**src/rtl/branch_cond_unit.sv**
```systemverilog
// branch_cond_unit: per-context condition flags, 16-way condition evaluation,
// registered PC redirect and a fixed-length pipeline flush after a taken branch.
// Optional feature: define BRANCH_STATS_EN to build the saturating
// accepted/taken branch counters; otherwise br_total/br_taken read zero.
module branch_cond_unit #(
  parameter int unsigned NCTX         = 2,
  parameter int unsigned ADDR_W       = 32,
  parameter int unsigned FLUSH_CYCLES = 2,
  parameter int unsigned CNT_W        = 16,
  parameter int unsigned CTX_W        = (NCTX > 1) ? $clog2(NCTX) : 1
) (
  input  logic              clk,
  input  logic              reset,
  input  logic              flag_we,
  input  logic [CTX_W-1:0]  flag_ctx,
  input  logic [3:0]        flags_in,
  input  logic              br_valid,
  output logic              br_ready,
  input  logic [CTX_W-1:0]  br_ctx,
  input  logic [3:0]        br_cond,
  input  logic [ADDR_W-1:0] br_target,
  output logic              pc_select,
  output logic [ADDR_W-1:0] pc_target,
  output logic              flush,
  output logic [CNT_W-1:0]  br_total,
  output logic [CNT_W-1:0]  br_taken
);

  localparam int unsigned FC_W = (FLUSH_CYCLES > 1) ? $clog2(FLUSH_CYCLES) : 1;

  localparam logic S_IDLE  = 1'b0;
  localparam logic S_FLUSH = 1'b1;

  logic [3:0]        flags_q [NCTX];
  logic [3:0]        flags_d [NCTX];
  logic              state_q, state_d;
  logic [FC_W-1:0]   cnt_q, cnt_d;
  logic              br_ready_q, br_ready_d;
  logic              pc_select_q, pc_select_d;
  logic [ADDR_W-1:0] pc_target_q, pc_target_d;
  logic              flush_q, flush_d;

  logic [3:0] sel_flags;
  logic       ctx_ok;
  logic       fn, fz, fc, fv;
  logic       cond_raw;
  logic       accept;
  logic       taken;

  // Flag file update; out-of-range contexts match no entry and are dropped
  always_comb begin
    for (int unsigned i = 0; i < NCTX; i++) begin
      flags_d[i] = flags_q[i];
      if (flag_we && (flag_ctx == CTX_W'(i))) flags_d[i] = flags_in;
    end
  end

  // Select branch flags, bypassing a same-cycle write to the same context
  always_comb begin
    sel_flags = '0;
    ctx_ok    = 1'b0;
    for (int unsigned i = 0; i < NCTX; i++) begin
      if (br_ctx == CTX_W'(i)) begin
        ctx_ok    = 1'b1;
        sel_flags = (flag_we && (flag_ctx == br_ctx)) ? flags_in : flags_q[i];
      end
    end
  end

  // Condition code evaluation against {n, z, c, v}
  always_comb begin
    fn       = sel_flags[3];
    fz       = sel_flags[2];
    fc       = sel_flags[1];
    fv       = sel_flags[0];
    cond_raw = 1'b0;
    case (br_cond)
      4'd0:  cond_raw = fz;
      4'd1:  cond_raw = ~fz;
      4'd2:  cond_raw = fn ^ fv;
      4'd3:  cond_raw = ~(fn ^ fv);
      4'd4:  cond_raw = ~fz & ~(fn ^ fv);
      4'd5:  cond_raw = fz | (fn ^ fv);
      4'd6:  cond_raw = fc;
      4'd7:  cond_raw = ~fc;
      4'd8:  cond_raw = fn;
      4'd9:  cond_raw = ~fn;
      4'd10: cond_raw = fv;
      4'd11: cond_raw = ~fv;
      4'd12: cond_raw = fc & ~fz;
      4'd13: cond_raw = ~fc | fz;
      4'd14: cond_raw = 1'b1;
      4'd15: cond_raw = 1'b0;
    endcase
    accept = br_valid && br_ready_q && (state_q == S_IDLE);
    taken  = accept && ctx_ok && cond_raw;
  end

  // Redirect/flush FSM next-state and registered output values
  always_comb begin
    state_d     = state_q;
    cnt_d       = cnt_q;
    pc_select_d = 1'b0;
    pc_target_d = pc_target_q;
    flush_d     = 1'b0;
    case (state_q)
      S_IDLE: begin
        if (taken) begin
          state_d     = S_FLUSH;
          cnt_d       = FC_W'(FLUSH_CYCLES - 1);
          pc_select_d = 1'b1;
          pc_target_d = br_target;
          flush_d     = 1'b1;
        end
      end
      default: begin
        if (cnt_q == '0) begin
          state_d = S_IDLE;
        end else begin
          cnt_d   = cnt_q - FC_W'(1);
          flush_d = 1'b1;
        end
      end
    endcase
    br_ready_d = (state_d == S_IDLE);
  end

  // State, flag file and output registers
  always_ff @(posedge clk) begin
    if (!reset) begin
      for (int unsigned i = 0; i < NCTX; i++) flags_q[i] <= '0;
      state_q     <= S_IDLE;
      cnt_q       <= '0;
      br_ready_q  <= 1'b0;
      pc_select_q <= 1'b0;
      pc_target_q <= '0;
      flush_q     <= 1'b0;
    end else begin
      for (int unsigned i = 0; i < NCTX; i++) flags_q[i] <= flags_d[i];
      state_q     <= state_d;
      cnt_q       <= cnt_d;
      br_ready_q  <= br_ready_d;
      pc_select_q <= pc_select_d;
      pc_target_q <= pc_target_d;
      flush_q     <= flush_d;
    end
  end

  assign br_ready  = br_ready_q;
  assign pc_select = pc_select_q;
  assign pc_target = pc_target_q;
  assign flush     = flush_q;

`ifdef BRANCH_STATS_EN
  logic [CNT_W-1:0] br_total_q, br_total_d;
  logic [CNT_W-1:0] br_taken_q, br_taken_d;

  // Saturating accepted/taken counters
  always_comb begin
    br_total_d = br_total_q;
    br_taken_d = br_taken_q;
    if (accept && (br_total_q != '1)) br_total_d = br_total_q + CNT_W'(1);
    if (taken && (br_taken_q != '1))  br_taken_d = br_taken_q + CNT_W'(1);
  end

  // Counter registers
  always_ff @(posedge clk) begin
    if (!reset) begin
      br_total_q <= '0;
      br_taken_q <= '0;
    end else begin
      br_total_q <= br_total_d;
      br_taken_q <= br_taken_d;
    end
  end

  assign br_total = br_total_q;
  assign br_taken = br_taken_q;
`else
  assign br_total = '0;
  assign br_taken = '0;
`endif

endmodule

```
**config.mk**
```make
export PLATFORM = sky130hd
export DESIGN_NAME = branch_cond_unit
export DESIGN_NICKNAME = d
export VERILOG_FILES = /design/src/rtl/branch_cond_unit.sv
export SDC_FILE = /design/constraint.sdc
export NUM_CORES = 1
export LEC_CHECK = 0
export ABC_AREA = 1
export CAP_MARGIN = 20
export CELL_PAD_IN_SITES_DETAIL_PLACEMENT = 0
export CELL_PAD_IN_SITES_GLOBAL_PLACEMENT = 1
export CORE_ASPECT_RATIO = 1.4
export CORE_UTILIZATION = 30
export DETAILED_ROUTE_END_ITERATION = 7
export GPL_ROUTABILITY_DRIVEN = 1
export GPL_TIMING_DRIVEN = 0
export PLACE_DENSITY = 0.93
export SLEW_MARGIN = 20
export SYNTH_ARGS = -nofsm -noshare
export SYNTH_HDL_FRONTEND = slang
export SYNTH_SLANG_ARGS = --single-unit
```
**constraint.sdc**
```tcl
create_clock -name clk -period 3.4 [get_ports clk]
set_clock_uncertainty 0.1 [all_clocks]
set_input_delay 0.34 -clock clk [delete_from_list [all_inputs] [get_ports clk]]
set_output_delay 0.34 -clock clk [all_outputs]
set_load 0.05 [all_outputs]
```
==> run summary <==
STATUS
----------------------------------------------------------------------------------
Run status                                                            finished, final reports clean

SYNTH
----------------------------------------------------------------------------------
Mapped cell area                                                          2530 um2
Number of warning messages in the yosys log                                      0
Share of synthesized area occupied by flip-flops and latches                 34.8%
Number of register bits inferred by synthesis                                   44
Post-synthesis cell count                                                      396
Distinct cells, synth                                                           27
Avg Inst Size Synth                                                       6.40 um2

SETUP PATH
----------------------------------------------------------------------------------
Buffers and inverters on the worst path                                          4
Crit. End Element                                                             flop
Maximum fanout along the worst path                                             10
Endpoint arrival time on the critical path                                 2580 ps
CP Launch Type                                                        primary input
Req. time, crit path                                                       3480 ps
Cells along the critical path                                         clkdlybuf4s50_1 > inv_2 > nand2_4 > nand3_4 > o21ai_0 > o21ai_2 > nand2_1 > nand2_1 > inv_1 > buf_1 > nand3_1 > nand2_1 > nor2_1
Crit-path max cell delay                                                    640 ps
Most numerous cell on the critical path                               sky130_fd_sc_hd__nand2_1
Gate family responsible for the most delay along the worst path       buffers and inverters
Crit path kind                                                        primary input to flop
Slowest-stage cell, CP                                                sky130_fd_sc_hd__clkdlybuf4s50_1

POWER
----------------------------------------------------------------------------------
Sw Pwr                                                                    0.552 mW
Total leakage power                                                        1.85 nW
Clock power share                                                            33.5%
Portion of total power attributed to sequential cells                        34.4%
Power density over the cells                                            445 nW/um2
Peak supply drop                                                            249 uV
Final total power                                                          1.66 mW
Logic pwr share                                                              32.1%
Internal Power                                                             1.11 mW
Proportion of total power due to net switching                               33.2%

FINAL LAYOUT
----------------------------------------------------------------------------------
Number of standard cells in the final layout excluding fillers                 615
Final design utilization                                                     45.6%
FILL cells                                                                     873
Share of layout cells above drive strength 1                                 12.1%
Final-stage net count                                                          558
Number of antenna cells inserted                                                 0
Syn-to-layout area delta                                                     47.5%

CLOCKING
----------------------------------------------------------------------------------
Number of sinks on the clock net                                                44
Reg clk slew, reported paths                                                 60 ps
Hold-fix buffers, CTS                                                            0
Max Root-Sink Buffers                                                            2
Post-cts repair resize count                                                     0
Number of levels in the clock H-tree                                             2
Clock tree root driver cell                                           sky130_fd_sc_hd__clkbuf_16
Worst-skew pair later-pin latency                                           280 ps
CTS Buf Count                                                                    5
TritonCTS clock tree                                                          done
Setup repair bufs after CTS                                                      0

HOLD PATH
----------------------------------------------------------------------------------
Kind of path behind the tightest hold check                           flop to flop

STA
----------------------------------------------------------------------------------
Peak clock frequency supported by timing                                   400 MHz
Final count of hold timing violations                                            0
RSZ-0062 raised after global routing                                         false
Fin crit share                                                               73.6%
Final worst path period need                                               2500 ps
Slew at the pin with the worst max-slew slack                               560 ps
Headroom to the max-slew limit                                               62.5%
Number of setup violations in the final report                                   0
Total negative slack for setup checks                                         0 ps
Number of slew-limit violations in the final report                              0

PLACEMENT
----------------------------------------------------------------------------------
Detailed-placement wirelength estimate                                     4900 um
Dpl cells                                                                      607
Port-buffer cells                                                               78
Final estimated routing congestion in global placement                       0.908

DRT
----------------------------------------------------------------------------------
Residual DRC count                                                               0
Average wire length per cell after detail routing                          9.94 um
Per-cell via count in the routed design                                       4.17
Remaining number of nets flagged by the antenna check after routing              0
Total via count after detailed routing                                       2,564
Overall routed net length                                                  6120 um
Pre-Repair DR Iteration Count                                                    4
DRC marker count from the first detailed-route iteration                        94

FLOORPLANNING
----------------------------------------------------------------------------------
Die area                                                                  8820 um2
Number of standard-cell rows in the floorplan                                   39
Starting density of the core                                                 30.9%
Core ar.                                                                  8200 um2
Die width                                                                  79.7 um
Number of top-level pins                                                       113
Die H                                                                       111 um

FLOW RUN
----------------------------------------------------------------------------------
Max Cap Violations                                                               0

GLOBAL ROUTE
----------------------------------------------------------------------------------
Largest net degree at the start of global routing                               15
Total congestion overflow after global routing                                   0
Tot GR Track Use                                                             14.1%
First-pass GRT wire length                                               10,000 um
Initial antenna violation count                                                  0
Via count of the first global-routing pass                                   2,324

-- final timing paths --
kind                  from            end  slack (ps)  cells after the start
max reg2reg  flags_q[0][4]  pc_target[13]        1520                     14
min reg2reg          cnt_q          cnt_q         370                      2
max                 br_ctx  pc_target[13]         900                     13
min                  cnt_q          cnt_q         370                      2
-- registers in the layout, summed over array words and instances, names as in the netlist --
register   count
pc_target     32
flags_q        8
br_ready       1
cnt_q          1
flush          1
pc_select      1
-- cells in the final DEF, fill, tap and decap left out, types with 5 or more instances in the layout --
cell type / instances
sky130_fd_sc_hd__nor2_1: 85
sky130_fd_sc_hd__nand4_1: 6
sky130_fd_sc_hd__nand3_1: 43
sky130_fd_sc_hd__nand2_1: 77
sky130_fd_sc_hd__conb_1: 32
sky130_fd_sc_hd__buf_4: 35
sky130_fd_sc_hd__clkdlybuf4s50_1: 78
sky130_fd_sc_hd__inv_1: 55
sky130_fd_sc_hd__dfxtp_1: 44
sky130_fd_sc_hd__clkbuf_16: 5
sky130_fd_sc_hd__o21ai_0: 13
sky130_fd_sc_hd__a21oi_1: 7
-- through the flow --
| stage | instance area, um2 | setup slack [ps] | hold slack [ps] |
|---|---|---|---|
| after detailed placement | 3560 | 619 | 365 |
| final | 3740 | 898 | 374 |
| after floorplan | 2650 | 1570 | 344 |
| after global placement | 3560 | 628 | 350 |
| after CTS | 3740 | 905 | 375 |
| after global routing | 3740 | 696 | 398 |
-- kinds of logic after synthesis --
group / share of synthesized area (%)
buffers and inverters: 21.7
DFF: 34.8
AOI/OAI and AO/OA: 4.59
other: 0.148
and+or+nand+nor: 38.8
-- area by class of cell --
cell class | instances | area [um2] | share of cell area, %
clock inverter | 2 | 38.8 | 1.04
multi-input combinational | 279 | 1220 | 32.7
inverter | 57 | 214 | 5.73
buffer | 47 | 335 | 8.98
clock buffer | 6 | 139 | 3.72
sequential | 44 | 881 | 23.6
timing repair buffer | 78 | 781 | 20.9
tap | 102 | 128 | 3.42
-- tightest hold or removal path, stage by stage, from the launching register on --
cell,delay [ps]
sky130_fd_sc_hd__dfxtp_1,310
sky130_fd_sc_hd__nand2_1,60
sky130_fd_sc_hd__a21oi_1,60
-- cell usage after synthesis --
| master | instances | share of area (%) |
|---|---|---|
| sky130_fd_sc_hd__a21oi_1 | 7 | 1.4 |
| sky130_fd_sc_hd__buf_1 | 3 | 0.44 |
| sky130_fd_sc_hd__buf_2 | 4 | 0.79 |
| sky130_fd_sc_hd__buf_4 | 35 | 10 |
| sky130_fd_sc_hd__buf_6 | 3 | 1.3 |
| sky130_fd_sc_hd__clkbuf_1 | 2 | 0.30 |
| sky130_fd_sc_hd__clkinv_1 | 1 | 0.15 |
| sky130_fd_sc_hd__conb_1 | 1 | 0.15 |
| sky130_fd_sc_hd__dfxtp_1 | 44 | 35 |
| sky130_fd_sc_hd__inv_1 | 55 | 8.1 |
| sky130_fd_sc_hd__inv_2 | 1 | 0.15 |
| sky130_fd_sc_hd__nand2_1 | 77 | 11 |
| sky130_fd_sc_hd__nand2_2 | 2 | 0.49 |
| sky130_fd_sc_hd__nand2_4 | 1 | 0.44 |
| sky130_fd_sc_hd__nand3_1 | 43 | 8.5 |
| sky130_fd_sc_hd__nand3_2 | 4 | 1.6 |
| sky130_fd_sc_hd__nand3_4 | 1 | 0.69 |
| sky130_fd_sc_hd__nand3b_1 | 1 | 0.30 |
| sky130_fd_sc_hd__nand4_1 | 6 | 1.5 |
| sky130_fd_sc_hd__nor2_1 | 85 | 13 |
| sky130_fd_sc_hd__nor2_2 | 1 | 0.25 |
| sky130_fd_sc_hd__nor2_4 | 1 | 0.44 |
| sky130_fd_sc_hd__nor3_1 | 2 | 0.40 |
| sky130_fd_sc_hd__nor4_1 | 1 | 0.25 |
| sky130_fd_sc_hd__o211ai_1 | 1 | 0.30 |
| sky130_fd_sc_hd__o21ai_0 | 13 | 2.6 |
| sky130_fd_sc_hd__o21ai_2 | 1 | 0.35 |
-- metal layers --
layer  vias to the layer above  wire (um)  share of wire [%]  global-route usage, %
li1                       1380          -                  -                      -
met5                         -          0                  0                      0
met4                         0        142                2.3                   5.94
met3                        11        381                6.2                   2.39
met2                        81       3230                 53                   27.6
met1                      1092       2370                 39                   14.0
-- power groups by stage --
stage / combinational [mW] / clock, mW / sequential (mW)
6_report: 0.533 / 0.557 / 0.571
5_1_grt: 0.575 / 0.594 / 0.575
4_1_cts: 0.534 / 0.571 / 0.571
3_5_place_dp: 0.533 / 0 / 0.582
3_3_place_gp: 0.528 / 0 / 0.581
2_1_floorplan: 0.279 / 0 / 0.683
Note: power is estimated with default switching activity, not from simulation.
